[src/rtl/pass_sequencer.sv]
// pass_sequencer: per-layer pass/transfer sequencer driving forward/backward DMA, array pass and ofmap dump.
// Optional bias tile load on pass 0 when PASS_SEQ_BIAS_EN is defined.
module pass_sequencer #(
  parameter int WORDS_WIDTH = 16,
  parameter int PASS_WIDTH  = 8,
  parameter int TYPE_WIDTH  = 2
) (
  input  logic                   core_clk,
  input  logic                   reset,
  input  logic                   start,
  input  logic [PASS_WIDTH-1:0]  num_passes,
  input  logic [WORDS_WIDTH-1:0] filter_words,
  input  logic [WORDS_WIDTH-1:0] ifmap_words,
  input  logic [WORDS_WIDTH-1:0] psum_words,
  input  logic [WORDS_WIDTH-1:0] ofmap_words,
`ifdef PASS_SEQ_BIAS_EN
  input  logic [WORDS_WIDTH-1:0] bias_words,
`endif
  output logic                   busy,
  output logic                   done,
  output logic [PASS_WIDTH-1:0]  pass_idx,
  output logic                   start_forward,
  output logic                   start_backward,
  output logic [TYPE_WIDTH-1:0]  transfer_type,
  output logic [WORDS_WIDTH-1:0] words_num,
  input  logic                   transfer_done,
  output logic                   start_pass,
  input  logic                   pass_done,
  output logic                   ofmap_dump,
  input  logic                   dump_done
);
  localparam logic [4:0] IDLE     = 5'd0;
  localparam logic [4:0] LD_FILT  = 5'd1;
  localparam logic [4:0] WT_FILT  = 5'd2;
  localparam logic [4:0] LD_IFMAP = 5'd3;
  localparam logic [4:0] WT_IFMAP = 5'd4;
  localparam logic [4:0] LD_PSUM  = 5'd5;
  localparam logic [4:0] WT_PSUM  = 5'd6;
  localparam logic [4:0] RUN      = 5'd7;
  localparam logic [4:0] WT_RUN   = 5'd8;
  localparam logic [4:0] DUMP     = 5'd9;
  localparam logic [4:0] WT_DUMP  = 5'd10;
  localparam logic [4:0] ST_BWD   = 5'd11;
  localparam logic [4:0] WT_BWD   = 5'd12;
  localparam logic [4:0] NEXT     = 5'd13;
  localparam logic [4:0] FIN      = 5'd14;
`ifdef PASS_SEQ_BIAS_EN
  localparam logic [4:0] LD_BIAS  = 5'd15;
  localparam logic [4:0] WT_BIAS  = 5'd16;
  localparam logic [4:0] PASS0_GO = LD_BIAS;
  logic [WORDS_WIDTH-1:0] bw;
`else
  localparam logic [4:0] PASS0_GO = RUN;
`endif
  logic [4:0] state;
  logic [PASS_WIDTH-1:0] np, nxt_idx;
  logic [WORDS_WIDTH-1:0] fw, iw, pw, ow;
  assign nxt_idx = pass_idx + PASS_WIDTH'(1);
  always_ff @(posedge core_clk or posedge reset) begin
    if (reset) begin
      state          <= IDLE;
      busy           <= 1'b0;
      done           <= 1'b0;
      pass_idx       <= '0;
      start_forward  <= 1'b0;
      start_backward <= 1'b0;
      start_pass     <= 1'b0;
      ofmap_dump     <= 1'b0;
      transfer_type  <= '0;
      words_num      <= '0;
      np             <= '0;
      fw             <= '0;
      iw             <= '0;
      pw             <= '0;
      ow             <= '0;
`ifdef PASS_SEQ_BIAS_EN
      bw             <= '0;
`endif
    end else begin
      start_forward  <= 1'b0;
      start_backward <= 1'b0;
      start_pass     <= 1'b0;
      ofmap_dump     <= 1'b0;
      done           <= 1'b0;
      case (state)
        IDLE: if (start) begin
          busy     <= 1'b1;
          pass_idx <= '0;
          np       <= num_passes;
          fw       <= filter_words;
          iw       <= ifmap_words;
          pw       <= psum_words;
          ow       <= ofmap_words;
`ifdef PASS_SEQ_BIAS_EN
          bw       <= bias_words;
`endif
          state    <= (num_passes == '0) ? FIN : LD_FILT;
        end
        // Zero-length loads fall through to the next load without a request.
        LD_FILT: if (fw == '0) state <= LD_IFMAP;
        else begin
          start_forward <= 1'b1;
          transfer_type <= TYPE_WIDTH'(0);
          words_num     <= fw;
          state         <= WT_FILT;
        end
        WT_FILT:  if (transfer_done) state <= LD_IFMAP;
        LD_IFMAP: if (iw == '0) state <= LD_PSUM;
        else begin
          start_forward <= 1'b1;
          transfer_type <= TYPE_WIDTH'(1);
          words_num     <= iw;
          state         <= WT_IFMAP;
        end
        WT_IFMAP: if (transfer_done) state <= LD_PSUM;
        // Pass 0 has no prior partial sums; it instead visits the bias load when present.
        LD_PSUM: if (pass_idx == '0) state <= PASS0_GO;
        else if (pw == '0) state <= RUN;
        else begin
          start_forward <= 1'b1;
          transfer_type <= TYPE_WIDTH'(2);
          words_num     <= pw;
          state         <= WT_PSUM;
        end
        WT_PSUM: if (transfer_done) state <= RUN;
`ifdef PASS_SEQ_BIAS_EN
        LD_BIAS: if (bw == '0) state <= RUN;
        else begin
          start_forward <= 1'b1;
          transfer_type <= TYPE_WIDTH'(3);
          words_num     <= bw;
          state         <= WT_BIAS;
        end
        WT_BIAS: if (transfer_done) state <= RUN;
`endif
        RUN: begin
          start_pass <= 1'b1;
          state      <= WT_RUN;
        end
        WT_RUN: if (pass_done) state <= DUMP;
        DUMP: begin
          ofmap_dump <= 1'b1;
          state      <= WT_DUMP;
        end
        WT_DUMP: if (dump_done) state <= ST_BWD;
        ST_BWD: if (ow == '0) state <= NEXT;
        else begin
          start_backward <= 1'b1;
          transfer_type  <= TYPE_WIDTH'(2);
          words_num      <= ow;
          state          <= WT_BWD;
        end
        WT_BWD: if (transfer_done) state <= NEXT;
        NEXT: begin
          pass_idx <= nxt_idx;
          state    <= (nxt_idx == np) ? FIN : LD_FILT;
        end
        FIN: begin
          done     <= 1'b1;
          busy     <= 1'b0;
          pass_idx <= '0;
          state    <= IDLE;
        end
        default: state <= IDLE;
      endcase
    end
  end
endmodule

[config.mk]
export PLATFORM = sky130hd
export DESIGN_NAME = pass_sequencer
export DESIGN_NICKNAME = d
export VERILOG_FILES = /design/src/rtl/pass_sequencer.sv
export SDC_FILE = /design/constraint.sdc
export NUM_CORES = 1
export LEC_CHECK = 0
export CAP_MARGIN = 20
export CORE_UTILIZATION = 46
export DETAILED_ROUTE_END_ITERATION = 8
export GPL_TIMING_DRIVEN = 0
export PLACE_DENSITY = 0.76
export SKIP_LAST_GASP = 1
export SYNTH_ARGS = -nofsm -noshare
export SYNTH_HDL_FRONTEND = slang
export SYNTH_SLANG_ARGS = --single-unit
[constraint.sdc]
create_clock -name core_clk -period 3.6 [get_ports core_clk]
set_input_delay 0.54 -clock core_clk [delete_from_list [all_inputs] [get_ports core_clk]]
set_output_delay 0.54 -clock core_clk [all_outputs]
set_load 0.03 [all_outputs]
==> results.md, run 1 <==
* Final worst-path cycle share at 70.3%
* Die W at 108 um
* Port Buffers at 109
* Ys async rst share at 100%
* Leakage power at 3.13 nW
* Antenna Violating Nets Remaining at 0
* Synth Register Bits at 108
* Initial Utilization at 47.2%
* Most frequent cell after synthesis: nand2_1
* Combinational family with the most area after synthesis: simple AND/OR/NAND/NOR gates
* Syn_area_per_cell at 8.93 um2
* Die H at 108 um
* Total CTS buffers at 9
* Top cell type's share of synthesized area at 52.5%
* DR DRC count at 0
* Overall routing resource usage at 25.9%
* Area occupied by multi-input gates at 2270 um2
* H-tree depth at 3
* Via density at 5.54
* Clk_lat worst skew at 0.39 ns
* Clk slew on worst S/H paths at 0.11 ns
* GP Congestion at 0.894
* WL final at 13.9 mm
* Largest net degree at the start of global routing at 57
* CP arrival at 2.80 ns
* Shortest period the worst path allows at 2.53 ns
* Post-Syn Area at 5140 um2
* Post-synth EDFFs at 0
* CTS root buf: clkbuf_8
* DPL Wire Length at 10.5 mm
* Synth unique cells at 49
* Compound-Gate Fraction of Synth Area at 9.80%
* Synth Area in Simple Gates at 28.0%
* Ports at 110
* PnR worst setup slack at 1.07 ns
* PnR Total Power at 0.00551 W
* Ys flop type: dfrtp_1
* Mux cell area share after synthesis at 4.28%
* Vias in the first global route at 4,677
* Status: completed
* PwrDens at 825 nW/um2
* Worst endpoint required time at 3.87 ns
* First-pass GRT wire length at 22.9 mm
* Dominant cell type by area after synthesis: dfrtp_1
* Count of final hold-check violations at 0
* Slew margin rel. at 47.8%
* CTS Hold Bufs at 0
* Kind of critical path: reg2reg
* Yosys warns at 0
* Crit Path Max Fanout at 10
* Via Count at 4,663
* Core area at 10,900 um2
* Max Cap Violations at 0
* Syn Inst Count at 576
* Total gr overflow at 0
* Setup Skew at 0.0163 ns
* Drt initial violations at 437
* XOR/XNOR share of the synthesized area at 1.53%
* Top post-synthesis cells by count: 264 x nand2_1, 108 x dfrtp_1, 26 x clkbuf_1
* TritonRoute pass-1 iters at 6
* Final Max Tran Viols at 0
* RSZ-0062 raised after global routing: false
* CTS tree: done
* Synth area leaders: dfrtp_1 53%, nand2_1 19%, a222oi_1 3.1%, mux2_4 2.3%, nor4_1 2.3%
* Longest Clk Path Bufs at 2
* Syn Nets at 656
* DR WL/cell at 16.6 um
* Clock sinks at 108
* Number of diodes at 0
* FF/Latch Area at 2700 um2
* Nets at 777
* Area Growth Syn to Fin at 29.8%
* Setup Fix Bufs, Post-CTS at 0
* Fmax at 0.395 GHz
* HP Class: reg2reg
* Ratio of cells with drive above 1 in the final layout at 6.85%
* Setup violators final at 0
* Place WS at 1.02 ns
* Fillers at 930
* Maximum VDD drop at 600 uV
* Die area at 11,600 um2
* Initial antenna violation count at 0
* Seq/Total Area, Yosys at 52.5%
* Std cell rows at 38
* Crit start category: flip-flop
* Tightest Pin Transition at 0.778 ns
* Worst setup EP type: flip-flop
* CTS resizes at 0
* Synth Area in Adders at 0.486%
[where the power goes]
group,switching [W],internal [W],total (W)
logic,0.00136,0.00106,0.00242
clock network,0.000424,0.000464,0.000888
registers,0.000471,0.00173,0.00220
total,0.00225,0.00325,0.00551
[placed cells by master, fill, tap and decap left out, types with 9 or more instances in the layout]
cell             count
a222oi_1            16
clkbuf_1            27
clkbuf_8             9
clkdlybuf4s50_1    109
dfrtp_1            108
nand2_1            264
nand3_1              9
nor2_1              13
nor4_1              19
o21ai_0             18
[layout make-up]
type	instances	area share, %
Inverter	7	0.431
Tap cell	140	2.62
Multi-Input combinational cell	430	34.0
Timing Repair Buffer	110	16.8
Buffer	31	2.16
Sequential cell	108	40.5
Clock inverter	5	1.61
Clock buffer	10	1.91
[layer usage]
layer,vias to the layer above,share of wire [%],track usage [%]
met5,-,0,0
met4,0,2.7,9.10
met3,37,7.3,5.21
met2,228,48,43.2
met1,2214,42,33.5
li1,2184,-,-
[flip-flops by register name, indices dropped and copies added (netlist names)]
name            flops
np                  8
words_num          16
start_pass          1
transfer_type       2
done                1
ofmap_dump          1
start_backward      1
busy                1
pw                 16
fw                 16
state               4
ow                 16
start_forward       1
iw                 16
pass_idx            8
[through the flow]
step / util, % / hold slack, ns / TNS, ns / cells / cell area, um2
6_report: 61.3 / 0.512 / 0 / 841 / 6680
5_1_grt: 61.3 / 0.541 / 0 / 841 / 6680
4_1_cts: 61.3 / 0.513 / 0 / 841 / 6680
3_5_place_dp: 59.1 / 0.492 / 0 / 826 / 6440
3_3_place_gp: 58.9 / 0.488 / -125.90 / 825 / 6410
2_1_floorplan: - / 0.465 / 0 / 576 / 5140
[final timing paths]
check,startpoint,to,slack [ns],cells past startpoint
max reg2reg,pass_idx[0],words_num[3],1.07,8
min reg2reg,iw[13],iw[13],0.51,2
min in group asynchronous,reset,done,0.60,2
min,iw[13],iw[13],0.51,2
max in group asynchronous,reset,iw[13],2.29,3
max,pass_idx[0],words_num[3],1.07,8
[kinds of logic after synthesis]
group | count (synthesis)
AND/OR/NAND/NOR | 341
flip-flops | 108
AO/OA/AOI/OAI | 61
buffers and inverters | 38
multiplexers | 17
XOR/XNOR | 9
adder cells (fa/ha/maj) | 2
[critical path, stage by stage, from the launching register on]
cell and delay (ns):
dfrtp_1 0.50, inv_1 0.10, ha_1 0.14, or4b_4 0.46, o41ai_4 0.32, a211oi_4 0.14
o2111ai_4 0.24, buf_12 0.21, mux2_4 0.30
Note: power is estimated with default switching activity, not from simulation.
==> run 2, diff against run 1 <==
==> constraint.sdc (replaced) <==
create_clock -name core_clk -period 2.1 [get_ports core_clk]
set_input_delay 0.315 -clock core_clk [delete_from_list [all_inputs] [get_ports core_clk]]
set_output_delay 0.315 -clock core_clk [all_outputs]
set_load 0.03 [all_outputs]
==> run 2 against run 1 <==
Effect of this change:
- the flow now finishes with violations (setup timing)
- sequential cell count unchanged
- total power increased by 74%
- design area increased by 2.3%
- non-clock buffer count increased by 6
- clock-buffer cell count decreased by 1
- largest power group unchanged
==> results.md, run 2 (synthesized netlist as in run 1, its figures left out) <==
* Final worst-path cycle share at 114% (+44 points)
* CP arrival at 2.65 ns (-0.15 ns)
* H-tree depth at 3 (unchanged)
* PnR worst setup slack at -0.293 ns (-1.36 ns)
* Largest net degree at the start of global routing at 39 (-32%)
* Setup Skew at 0.0135 ns (-0.00282 ns)
* First-pass GRT wire length at 22.4 mm (-2.1%)
* Fillers at 908 (-2.4%)
* Ratio of cells with drive above 1 in the final layout at 12.3% (+5.4 points)
* Dpl cells at 827 (+0.12%)
* CTS tree: done
* HP Class: in2async
* Setup violators final at 19 (+19)
* Most frequent cells in the layout: 264 x nand2_1, 109 x clkdlybuf4s50_1, 103 x dfrtp_1
* Die W at 108 um (unchanged)
* DPL Wire Length at 10.5 mm (-0.52%)
* Fmax at 0.418 GHz (+5.7%)
* Maximum VDD drop at 1070 uV (+78%)
* Setup total negative slack at -4.01 ns (-4.01 ns)
* Nets at 783 (+0.77%)
* Fin cells at 848 (+0.83%)
* Total gr overflow at 0 (unchanged)
* Core area at 10,900 um2 (unchanged)
* WL final at 14.1 mm (+1.0%)
* Max Cap Violations at 0 (unchanged)
* PwrDens at 1410 nW/um2 (+70%)
* DR DRC count at 0 (unchanged)
* Count of final hold-check violations at 0 (unchanged)
* Clk_lat worst skew at 0.37 ns (-0.02 ns)
* Kind of critical path: reg2reg
* Total CTS buffers at 9 (unchanged)
* GP Congestion at 0.927 (+3.7%)
* Setup crit start: pass_idx[0]
* Status: finished, violations left
* RSZ-0062 raised after global routing: true
* Antenna Violating Nets Remaining at 0 (unchanged)
* Vias in the first global route at 4,611 (-1.4%)
* Area Growth Syn to Fin at 32.8%
* Worst setup EP type: flip-flop
* Initial antenna violation count at 0 (unchanged)
* Via density at 5.57 (+0.45%)
* Std cell rows at 38 (unchanged)
* Commonest non-fill, non-tap cell in the layout: nand2_1
* Die area at 11,600 um2 (unchanged)
* Die H at 108 um (unchanged)
* Initial Utilization at 47.2% (unchanged)
* Tightest Pin Transition at 0.822 ns (+0.0445 ns)
* Longest Clk Path Bufs at 2 (unchanged)
* DR WL/cell at 16.6 um (+0.18%)
* Worst endpoint required time at 2.36 ns (-1.51 ns)
* Crit Path Max Fanout at 4 (-6)
* Port Buffers at 109 (unchanged)
* Failing checks: setup timing
* Final Max Tran Viols at 0 (unchanged)
* Via Count at 4,723 (+1.3%)
* Drt initial violations at 376 (-14%)
* Shortest period the worst path allows at 2.39 ns (-0.136 ns)
* Clock sinks at 108 (unchanged)
* Ports at 110 (unchanged)
* Number of diodes at 0 (unchanged)
* TritonRoute pass-1 iters at 9 (+3)
* Clk slew on worst S/H paths at 0.12 ns (about the same)
* CTS root buf: clkbuf_8
* Slew margin rel. at 45.1% (-2.7 points)
* Crit start category: flip-flop
* Reg-to-Reg Start: pass_idx[0]
* Overall routing resource usage at 25.4% (-0.56 points)
* Hold Worst Slack at 0.444 ns (-0.0683 ns)
* Leakage power at 3.19 nW (+1.9%)
* Place WS at -0.379 ns (-1.40 ns)
-- run 2: cell types whose count changed in the layout (fill, tap and decap cells not counted), moves of 3 or more --
cell / delta
clkbuf_1: -13
clkbuf_2: +7
buf_4: +6
dfrtp_1: -5
dfrtp_2: +5
buf_12: +4
bufinv_16: -3
-- run 2: where the power goes --
group          switching, W  total (W)  internal [W]
clock              0.000783    0.00125      0.000466
combinational       0.00246    0.00457       0.00211
sequential         0.000811    0.00378       0.00297
total               0.00406    0.00960       0.00554
-- run 2: worst max-delay path, stage by stage, from the launching register on --
cell and delay, ns:
dfrtp_2 0.45, inv_2 0.06, ha_1 0.13, or4b_4 0.47, o41ai_4 0.32, a211oi_4 0.13, o2111ai_4 0.12, buf_4 0.18
buf_12 0.10, mux2_2 0.32
-- run 2: area by class of cell --
class	count	area, um2	area share (%)
Clock inverter	7	67.6	0.989
Timing Repair Buffer	123	1270	18.6
Buffer	24	103	1.50
Clock buffer	9	124	1.81
Sequential cell	108	2710	39.7
Inverter	7	30.0	0.440
Tap cell	140	175	2.57
Multi-Input combinational cell	430	2350	34.4
-- run 2: timing repair --
action | in CTS | in global routing
gates cloned | 1 | 0
pin swaps | 2 | 5
hold buffers | 0 | 0
endpoints found under the setup margin | 101 | 61
setup buffers | 11 | 1
resized for setup | 11 | 28
-- run 2: worst paths after layout --
check	slack [ns]	end	cells past startpoint
max	-0.29	words_num[10]	9
min	0.44	done	2
max reg2reg	-0.29	words_num[10]	9
min reg2reg	0.51	np[5]	2
max in group asynchronous	0.76	ow[15]	4
min in group core_clk	0.46	iw[1]	3
-- run 2: metrics by stage --
stage          cell area (um2)  utilization (%)  total power, W
6_report                  6830             62.7         0.00960
2_1_floorplan             5150                -         0.00645
3_3_place_gp              6420             58.9         0.00775
4_1_cts                   6800             62.5         0.00956
5_1_grt                   6830             62.7          0.0102
3_5_place_dp              6460             59.3         0.00787
-- run 2: metal layers --
layer / global-route usage (%) / part of all wire (%) / up-vias
li1: - / - / 2192
met1: 33.1 / 42 / 2263
met2: 40.8 / 47 / 230
met3: 4.84 / 6.9 / 38
met4: 11.6 / 3.8 / 0
met5: 0 / 0 / -
